==> src/rtl/periph_bus_arbiter.sv <==
// Two-master, one-slave peripheral bus arbiter: round-robin grant, one
// transaction per grant, watchdog-forced error termination of hung transfers.
module periph_bus_arbiter #(
  parameter int          TIMEOUT_CYCLES = 16,
  parameter logic [31:0] ERR_DATA       = 32'hDEAD_BEEF
) (
  input  logic        clk_i,
  input  logic        rst_i,
  input  logic        m0_ce_i,
  input  logic [3:0]  m0_sel_i,
  input  logic [31:0] m0_addr_i,
  input  logic        m0_we_i,
  input  logic [31:0] m0_data_i,
  output logic        m0_ack_o,
  output logic        m0_err_o,
  output logic [31:0] m0_data_o,
  input  logic        m1_ce_i,
  input  logic [3:0]  m1_sel_i,
  input  logic [31:0] m1_addr_i,
  input  logic        m1_we_i,
  input  logic [31:0] m1_data_i,
  output logic        m1_ack_o,
  output logic        m1_err_o,
  output logic [31:0] m1_data_o,
  output logic        s_ce_o,
  output logic [3:0]  s_sel_o,
  output logic [31:0] s_addr_o,
  output logic        s_we_o,
  output logic [31:0] s_data_o,
  input  logic        s_ack_i,
  input  logic [31:0] s_data_i,
  output logic [1:0]  grant_o
);

  typedef enum logic [1:0] {IDLE, GRANT0, GRANT1} state_t;

  state_t      state_q, state_d;
  logic        last_q, last_d;
  logic [7:0]  tcnt_q, tcnt_d;

  logic        gnt_act;
  logic        gnt_m1;
  logic        timeout;
  logic        done;
  logic [31:0] rsp_data;

  assign gnt_act  = (state_q == GRANT0) || (state_q == GRANT1);
  assign gnt_m1   = (state_q == GRANT1);
  // A slave ack on the final watchdog cycle counts as a normal completion.
  assign timeout  = gnt_act && !s_ack_i && (tcnt_q == 8'(TIMEOUT_CYCLES - 1));
  assign done     = gnt_act && (s_ack_i || timeout);
  assign rsp_data = timeout ? ERR_DATA : s_data_i;

  always_ff @(posedge clk_i or posedge rst_i) begin
    if (rst_i) begin
      state_q <= IDLE;
      last_q  <= 1'b1;
      tcnt_q  <= '0;
    end else begin
      state_q <= state_d;
      last_q  <= last_d;
      tcnt_q  <= tcnt_d;
    end
  end

  always_comb begin
    state_d = state_q;
    last_d  = last_q;
    tcnt_d  = tcnt_q;
    case (state_q)
      IDLE: begin
        // On a tie the master not served last wins.
        if (m0_ce_i && m1_ce_i) state_d = last_q ? GRANT0 : GRANT1;
        else if (m0_ce_i)       state_d = GRANT0;
        else if (m1_ce_i)       state_d = GRANT1;
      end
      GRANT0, GRANT1: begin
        if (done) begin
          state_d = IDLE;
          last_d  = gnt_m1;
          tcnt_d  = '0;
        end else begin
          tcnt_d  = tcnt_q + 8'd1;
        end
      end
      default: state_d = IDLE;
    endcase
  end

  always_comb begin
    s_ce_o    = 1'b0;
    s_sel_o   = '0;
    s_addr_o  = '0;
    s_we_o    = 1'b0;
    s_data_o  = '0;
    grant_o   = '0;
    m0_ack_o  = 1'b0;
    m0_err_o  = 1'b0;
    m0_data_o = '0;
    m1_ack_o  = 1'b0;
    m1_err_o  = 1'b0;
    m1_data_o = '0;
    if (gnt_act) begin
      s_ce_o   = !timeout;
      s_sel_o  = gnt_m1 ? m1_sel_i  : m0_sel_i;
      s_addr_o = gnt_m1 ? m1_addr_i : m0_addr_i;
      s_we_o   = gnt_m1 ? m1_we_i   : m0_we_i;
      s_data_o = gnt_m1 ? m1_data_i : m0_data_i;
      grant_o  = gnt_m1 ? 2'b10 : 2'b01;
    end
    if (done && !gnt_m1) begin
      m0_ack_o  = 1'b1;
      m0_err_o  = timeout;
      m0_data_o = rsp_data;
    end
    if (done && gnt_m1) begin
      m1_ack_o  = 1'b1;
      m1_err_o  = timeout;
      m1_data_o = rsp_data;
    end
  end

endmodule

==> config.mk <==
export PLATFORM = sky130hd
export DESIGN_NAME = periph_bus_arbiter
export DESIGN_NICKNAME = d
export VERILOG_FILES = /design/src/rtl/periph_bus_arbiter.sv
export SDC_FILE = /design/constraint.sdc
export NUM_CORES = 1
export LEC_CHECK = 0
export BUFFER_PORTS_ARGS = -buffer_cell sky130_fd_sc_hd__buf_2
export CAP_MARGIN = 20
export CORE_AREA = 2 2 121 123
export DETAILED_ROUTE_END_ITERATION = 8
export DIE_AREA = 0 0 123 125
export PLACE_DENSITY = 0.55
export SYNTH_ARGS = -nofsm -noshare
export SYNTH_HDL_FRONTEND = slang
export SYNTH_SLANG_ARGS = --single-unit
==> constraint.sdc <==
create_clock -name clk_i -period 6.53 [get_ports clk_i]
set_clock_uncertainty 0.15 [all_clocks]
set_input_delay 1.959 -clock clk_i [delete_from_list [all_inputs] [get_ports clk_i]]
set_output_delay 1.959 -clock clk_i [all_outputs]
set_load 0.02 [all_outputs]
==> flow_summary.json <==
{
  "status": "complete, no violations",
  "arrival_ps": 3380,
  "hold_class": "reg2reg",
  "gpl.final_weighted_congestion": 0.7796,
  "fin_area_um2": 4174,
  "p_per_area_nw_per_um2": 384.0,
  "grt_pass1_wl_um": 13920,
  "regArea_um2": 276.5,
  "reg2reg_from": "state_q[1]",
  "drc": 0,
  "first_pass_iters": 6,
  "synth_seq_cells": 11,
  "num_rows": 44,
  "cts_root_buf": "clkbuf_16",
  "power.total_uw": 1603,
  "grt_usage_pct": 11.37,
  "drv_cap": 0,
  "num_vias": 3128,
  "ys_seq_area_share_pct": 11.63,
  "finalNetCount": 773,
  "holdWs_ps": 353.5,
  "rsz0062_at_grt": "no",
  "area_growth_pct": 75.49,
  "ant_nets": 0,
  "clock_latency_ps": 240,
  "ctsResizeCount": 0,
  "async_flop_share_pct": 100.0,
  "setup_viol": 0,
  "ys_warn_count": 0,
  "hp-start": "tcnt_q[0]",
  "hold_violations": 0,
  "core_area_um2": 14200,
  "cts_buffers": 3,
  "synth-edff-count": 0,
  "die_h_um": 125,
  "start_util_pct": 16.75,
  "path_clk_slew_ps": 40,
  "cts_buffer_depth": 2,
  "dpl.hpwl_um": 8382,
  "grt_antenna_before_repair": 0,
  "viasPerCell": 4.026,
  "worstPathRequired_ps": 4420,
  "grt_remaining_overflow": 0,
  "wl_per_cell_um": 12.67,
  "hold_buffers": 0,
  "num_antenna_cells": 0,
  "grt_pass1_vias": 2738,
  "placed_cell_area_um2": 4094,
  "drt_iter0_drc": 47,
  "ir_drop_mv": 0.1672,
  "power_leakage_uw": 0.002317,
  "fin_crit_ps": 5494,
  "start_kind": "input pin",
  "tightest_slew_ps": 937.5,
  "final_cell_mix": "buf_2 (314), nor2b_1 (72), mux2i_1 (70)",
  "post_cts_buffers": 0,
  "dieWidth_um": 123,
  "syn-num-nets": 477,
  "end_kind": "output pin",
  "crit_path_start": "s_ack_i",
  "syn-instance-count": 298,
  "clock_sinks": 11,
  "grt_max_degree": 81,
  "path_class": "in2out",
  "avgSynthCellArea_um2": 7.982,
  "fmax_mhz": 182.0,
  "crit_path_max_fanout": 27,
  "final_common_cell": "buf_2",
  "fin_util_pct": 29.39,
  "die_area_um2": 15380,
  "fin_setup_tns_ps": 0,
  "ys_types": 32,
  "htree_levels": 1,
  "wl_um": 9846,
  "maxSlewViolCount": 0,
  "period_share_pct": 84.13,
  "drive_gt1_share_pct": 55.82,
  "synthFlopType": "dfrtp_1",
  "multiInputGateArea_um2": 1967,
  "num-fill-cells": 1567,
  "portBuffers": 314,
  "io_pins": 315,
  "relSlewSlack_pct": 37.43,
  "cts_tree": "done",
  "synth.cell_area_um2": 2379
}
-- where the power goes --
part           switching [uW]  leakage, uW  internal (uW)
sequential               14.7     0.000146           87.5
combinational             841      0.00213            548
clock                    31.0    0.0000409           81.1
-- state kept, by name (all words and copies together) (netlist names) --
name	cells
tcnt_q	8
state_q	2
last_q	1
-- kinds of logic (layout without fill, tap and decap cells) --
kind of cell    count (synthesis)  after routing  synth area share (%)
flops                          11             11                 11.63
buf+inv                        32            327                 6.628
mux                            70             70                 29.46
simple gates                  117            117                 30.14
fa+ha+maj                       4              4                 2.104
xor+xnor                        5              5                 1.841
compound gates                 59             59                 18.20
-- stage by stage --
stage | cells | setup WS (ps)
2_1_floorplan | 298 | 1665
3_3_place_gp | 773 | 1072
3_5_place_dp | 773 | 1033
4_1_cts | 777 | 1032
5_1_grt | 777 | 901.3
6_report | 777 | 1036
-- layer usage --
metal  part of all wire (%)  up-vias  global-route usage, %
met5                      0        -                      0
met4                    1.1        0                  1.939
met3                    9.7        6                  2.144
met2                     50      182                  22.03
met1                     40     1332                  12.74
li1                       -     1608                      -
-- worst paths after layout --
path	slack (ps)	endpoint	cells past startpoint
min	350	tcnt_q[0]	1
max in group asynchronous	4330	last_q	2
min in group asynchronous	1560	state_q[0]	2
max	1040	m0_err_o	5
min reg2reg	350	tcnt_q[0]	1
max reg2reg	3840	last_q	5
-- synthesized netlist by cell type (all sizes together), types with 2 or more instances --
| cell type | number | area share, % |
|---|---|---|
| nor3 | 2 | 0.42 |
| o21ai | 3 | 0.63 |
| buf | 18 | 4.4 |
| clkbuf | 9 | 1.4 |
| xor2 | 2 | 0.74 |
| nand2 | 9 | 1.4 |
| xnor2 | 3 | 1.1 |
| dfrtp | 10 | 11 |
| ha | 4 | 2.1 |
| nor2b | 72 | 19 |
| a21oi | 4 | 1.0 |
| nand3 | 2 | 0.42 |
| and2 | 17 | 4.5 |
| mux2i | 70 | 29 |
| o21a | 48 | 15 |
| inv | 5 | 0.79 |
| nor2 | 9 | 1.5 |
-- worst max-delay path, cell delays in order --
cell     delay, ps
buf_2          170
a21oi_2         80
nor3b_4        780
and2_1         230
buf_2          160
-- area by class of cell --
| class | count | share of cell area [%] |
|---|---|---|
| Sequential cell | 11 | 6.625 |
| Clock buffer | 3 | 1.799 |
| Tap cell | 184 | 5.516 |
| Timing Repair Buffer | 318 | 38.37 |
| Inverter | 5 | 0.4496 |
| Multi-Input combinational cell | 255 | 47.12 |
| Clock inverter | 1 | 0.1199 |
Note: power is estimated with default switching activity, not from simulation.
